--- src/rtl/fetch_unit_pkg.sv ---
// Shared types for the fetch stage: machine word type and the fetch FSM encoding.
package cpu_types_pkg;
    typedef logic [31:0] word_t;

    localparam word_t WORD_BYTES = 32'd4;

    function automatic word_t next_word(input word_t addr);
        return addr + WORD_BYTES;
    endfunction
endpackage

package dp_types_pkg;
    typedef enum logic {
        FETCH  = 1'b0,
        HALTED = 1'b1
    } fetch_state_t;
endpackage

--- src/rtl/fetch_unit_ifid.sv ---
// IF/ID pipeline latch: load on en, drop valid on clr, payload held when invalidated.
module ifid_latch
    import cpu_types_pkg::*;
(
    input  logic  clk,
    input  logic  rst,
    input  logic  en,
    input  logic  clr,
    input  word_t instr_in,
    input  word_t pc_in,
    input  word_t npc_in,
    output logic  valid,
    output word_t instr,
    output word_t pc,
    output word_t npc
);
    always_ff @(posedge clk) begin
        if (rst) begin
            valid <= 1'b0;
            instr <= '0;
            pc    <= '0;
            npc   <= '0;
        end else if (en) begin
            valid <= 1'b1;
            instr <= instr_in;
            pc    <= pc_in;
            npc   <= npc_in;
        end else if (clr) begin
            valid <= 1'b0;
        end
    end
endmodule

--- src/rtl/fetch_unit.sv ---
// Instruction-fetch stage: PC register, imem request, IF/ID latch and retired-fetch counter.
module fetch_unit
    import cpu_types_pkg::*;
    import dp_types_pkg::*;
#(
    parameter word_t PC_INIT = 32'h0000_0000
) (
    input  logic  CLK,
    input  logic  RST,
    input  logic  ihit,
    input  word_t imemload,
    output logic  imemREN,
    output word_t imemaddr,
    input  logic  stall,
    input  logic  flush,
    input  logic  redirect,
    input  word_t redirect_pc,
    input  logic  halt_in,
    output logic  ifid_valid,
    output word_t ifid_instr,
    output word_t ifid_pc,
    output word_t ifid_npc,
    output logic  halted,
    output word_t fetch_count
);
    fetch_state_t state, state_next;
    word_t pc;
    word_t pc_plus4;
    logic  take_halt;
    logic  lat_en, lat_clr;
    logic  pc_load, pc_inc, cnt_inc;

    assign pc_plus4  = next_word(pc);
    assign imemaddr  = pc;
    // HALT is only honoured for a word that is not being squashed this cycle.
    assign take_halt = halt_in & ifid_valid & ~flush & ~redirect;

    always_ff @(posedge CLK) begin
        if (RST) state <= FETCH;
        else     state <= state_next;
    end

    always_comb begin
        state_next = state;
        if (state == FETCH && take_halt) state_next = HALTED;
    end

    always_comb begin
        imemREN = ~RST & (state == FETCH) & ~stall & ~redirect;
        halted  = (state == HALTED);
        lat_en  = 1'b0;
        lat_clr = 1'b0;
        pc_load = 1'b0;
        pc_inc  = 1'b0;
        cnt_inc = 1'b0;
        if (state == FETCH && !take_halt) begin
            if (redirect) begin
                pc_load = 1'b1;
                lat_clr = 1'b1;
            end else if (flush) begin
                lat_clr = 1'b1;
            end else if (stall) begin
                lat_clr = 1'b0;
            end else if (ihit) begin
                lat_en  = 1'b1;
                pc_inc  = 1'b1;
                cnt_inc = 1'b1;
            end else begin
                lat_clr = 1'b1;
            end
        end
    end

    always_ff @(posedge CLK) begin
        if (RST)          pc <= PC_INIT;
        else if (pc_load) pc <= redirect_pc & 32'hFFFF_FFFC;
        else if (pc_inc)  pc <= pc_plus4;
    end

    always_ff @(posedge CLK) begin
        if (RST)          fetch_count <= '0;
        else if (cnt_inc) fetch_count <= fetch_count + 32'd1;
    end

    ifid_latch u_ifid (
        .clk      (CLK),
        .rst      (RST),
        .en       (lat_en),
        .clr      (lat_clr),
        .instr_in (imemload),
        .pc_in    (pc),
        .npc_in   (pc_plus4),
        .valid    (ifid_valid),
        .instr    (ifid_instr),
        .pc       (ifid_pc),
        .npc      (ifid_npc)
    );
endmodule

--- config.mk ---
export PLATFORM = sky130hd
export DESIGN_NAME = fetch_unit
export DESIGN_NICKNAME = d
export VERILOG_FILES = /design/src/rtl/fetch_unit_pkg.sv /design/src/rtl/fetch_unit_ifid.sv /design/src/rtl/fetch_unit.sv
export SDC_FILE = /design/constraint.sdc
export NUM_CORES = 1
export LEC_CHECK = 0
export ABC_CLOCK_PERIOD_IN_PS = 3600
export BUFFER_PORTS_ARGS = -buffer_cell sky130_fd_sc_hd__buf_4
export CORE_ASPECT_RATIO = 1.2
export CORE_UTILIZATION = 40
export DETAILED_ROUTE_END_ITERATION = 16
export PLACE_DENSITY = 0.66
export SKIP_CTS_REPAIR_TIMING = 1
export SYNTH_ARGS = -nofsm -noshare
export SYNTH_HDL_FRONTEND = slang
export SYNTH_SLANG_ARGS = --single-unit
--- constraint.sdc ---
create_clock -name CLK -period 3.6 [get_ports CLK]
set_input_delay 1.08 -clock CLK [delete_from_list [all_inputs] [get_ports CLK]]
set_output_delay 1.08 -clock CLK [all_outputs]
set_load 0.02 [all_outputs]
==> reports/results.ini <==
[placed_design]
placed_cells = 1245
io_buffers = 225
dp_hpwl_mm = 12.9
gp_congestion = 0.823

[power_and_ir_drop]
p_leak_uw = 0.00357
max-vdd-ir-drop_mv = 0.270
pwr-share-clk = 0.458
power_density_nw_per_um2 = 432
p_int_uw = 3010
pwr-share-comb = 0.086
power_switching_share = 0.247
pwr-share-seq = 0.456
switching_power_uw = 989

[detailed_routing]
ant_nets = 0
drc_errors = 0
drt_wl_total_mm = 19.1
via_count = 6630
drt_iter0_drc = 378
firstDrtPassIters = 4
avgViaCountPerCell = 5.19
wire_per_inst_um = 14.9

[setup_path]
crit_type = in2out
max_stage_delay_ns = 0.27
crit_required_ns = 2.52
cp_slowest_cell = nor4_1
cp_num_buf_inv = 2
cp_max_fo = 5
cp-end-kind = output port
arrival_ns = 1.67
cpMostUsedCell = buf_4
critical_path.top_delay_family = buffers and inverters
crit_chain = buf_4 -> nor4_1 -> buf_4
critPathLaunchType = input pin

[timing]
finalHoldViolCount = 0
final.setup.tns_ns = 0
tightest_slew_ns = 0.948
maxSlewHeadroom = 0.368
period_needed_ns = 2.75
hold_slack_ns = 0.453
fmax_ghz = 0.363
finClkSkew_ns = 0.00844
grt_setup_unrepaired = no
slew_viol_final = 0
setup_violations = 0
post-route-period-util = 0.764

[final_layout]
area_delta_synth_final_pct = 34.4
drive_gt1_frac = 0.280
stdcell_count = 1277
final_net_count = 1121
antennaDiodeCount = 0

[global_routing]
grt_pass1_vias = 6099
grt_pass1_wl_mm = 30.8
track_usage = 0.217
gr-total-overflow = 0
grt_start_max_net_pins = 90
grt_antenna_before_repair = 0

[synthesis]
synth_area_per_cell_um2 = 8.04
yosysTopAreaCell = dfxtp_1
synth_top_cells_by_count = nand2_1 (179), dfxtp_1 (156), a21oi_1 (94)
yosysUniqueCellTypes = 57
synth_edf_count = 0
netlist_area_um2 = 6900
synth_area_leaders = dfxtp_1 (45%), nand2_1 (9.7%), a21oi_1 (6.8%)
synth_most_common_cell = nand2_1
yosysTopAreaCellShare = 0.453
synth_seq_area_share = 0.453
synthArstFlopShare = 0
postSynthCellCount = 858
synth_warnings = 0
synth_seq_cells = 156
synth_ff_type = dfxtp_1

[cts]
cts_max_level = 4
clk_path_buf_depth = 2
clk_pin_slew_worst_paths_ns = 0.06
clkSinkCount = 156
cts_root_buf = clkbuf_16
cts_made_buffers = 17
insertion_delay_ns = 0.42
cts_tree = built

[job]
cap_violations = 0

[floorplanning]
dieArea_um2 = 17800
start_util = 0.410
die_y_um = 146
die_x_um = 122
core.rowCount = 52
coreArea_um2 = 16900
boundaryPins = 234

[min_path]
hp-class = reg2reg

[outcome]
status = finished clean

==> layer usage <==
metal	share of wire	vias up	track usage	wire length [µm]
met5	0	-	0	0
met4	0.019	0	0.0846	367
met3	0.068	26	0.0564	1290
met2	0.48	218	0.351	9200
met1	0.43	3056	0.273	8230
li1	-	3330	-	-
==> kinds of logic after synthesis <==
logic type,Yosys count,share of synthesized area
buffers and inverters,85,0.0573
XOR/XNOR,48,0.0609
adder cells (fa/ha/maj),2,0.00363
multiplexers,4,0.00653
AND/OR/NAND/NOR,385,0.268
AO/OA/AOI/OAI,177,0.150
other,1,0.000543
flip-flops,156,0.453
==> placed cells by master, fill, tap and decap left out, types with 12 or more instances in the layout <==
cell and n:
buf_4 238, nand2_1 178, dfxtp_1 156, a21oi_1 94, nor2_1 70, xnor2_1 33, nand3_1 27, nor4_1 24
o21ai_0 21, a211oi_1 21, a31oi_1 17, clkbuf_16 17, nand4_1 16, nor3_1 15, xor2_1 15, or3_1 12
==> state kept, by name, summed over array words and instances (netlist names) <==
| register | flops |
|---|---|
| u_ifid.npc | 30 |
| fetch_count | 32 |
| u_ifid.pc | 30 |
| u_ifid.valid | 1 |
| u_ifid.instr | 32 |
| imemaddr | 30 |
| halted | 1 |
==> worst paths after layout <==
check            startpoint              to  slack, ns  cells past startpoint
max                redirect         imemREN       0.85                      3
max reg2reg     imemaddr[3]    imemaddr[28]       1.17                      6
min          u_ifid.npc[17]  u_ifid.npc[17]       0.45                      2
min reg2reg  u_ifid.npc[17]  u_ifid.npc[17]       0.45                      2
==> power groups by stage <==
stage,sequential (µW),combinational (µW),clock (µW)
floorplan,1880,164,0
global placement,1860,345,0
detailed placement,1860,347,0
CTS,1820,348,1880
global route,1830,374,1940
finish,1830,346,1830
==> tightest hold or removal path: stages (launching register included) <==
cell	delay, ns
dfxtp_1	0.31
nand2_1	0.05
nand2_1	0.04
==> cell type report <==
cell class / instances / area (µm²)
multi-input combinational: 622 / 3410
sequential: 156 / 3120
inverter: 11 / 41.3
clock buffer: 19 / 433
tap: 216 / 270
clock inverter: 13 / 166
timing repair buffer: 240 / 1830
fill: 1606 / 7580
==> stage by stage <==
| stage | cell area, µm² | power [µW] | util | setup WS, ns |
|---|---|---|---|---|
| 6_report | 9280 | 4000 | 0.550 | 0.849 |
| 5_1_grt | 9280 | 4150 | 0.550 | 0.821 |
| 4_1_cts | 9280 | 4050 | 0.550 | 0.847 |
| 3_5_place_dp | 8680 | 2210 | 0.515 | 0.552 |
| 3_3_place_gp | 8680 | 2210 | 0.515 | 0.585 |
| 2_1_floorplan | 6920 | 2050 | - | 0.401 |
(Power assumes the default switching activity.)
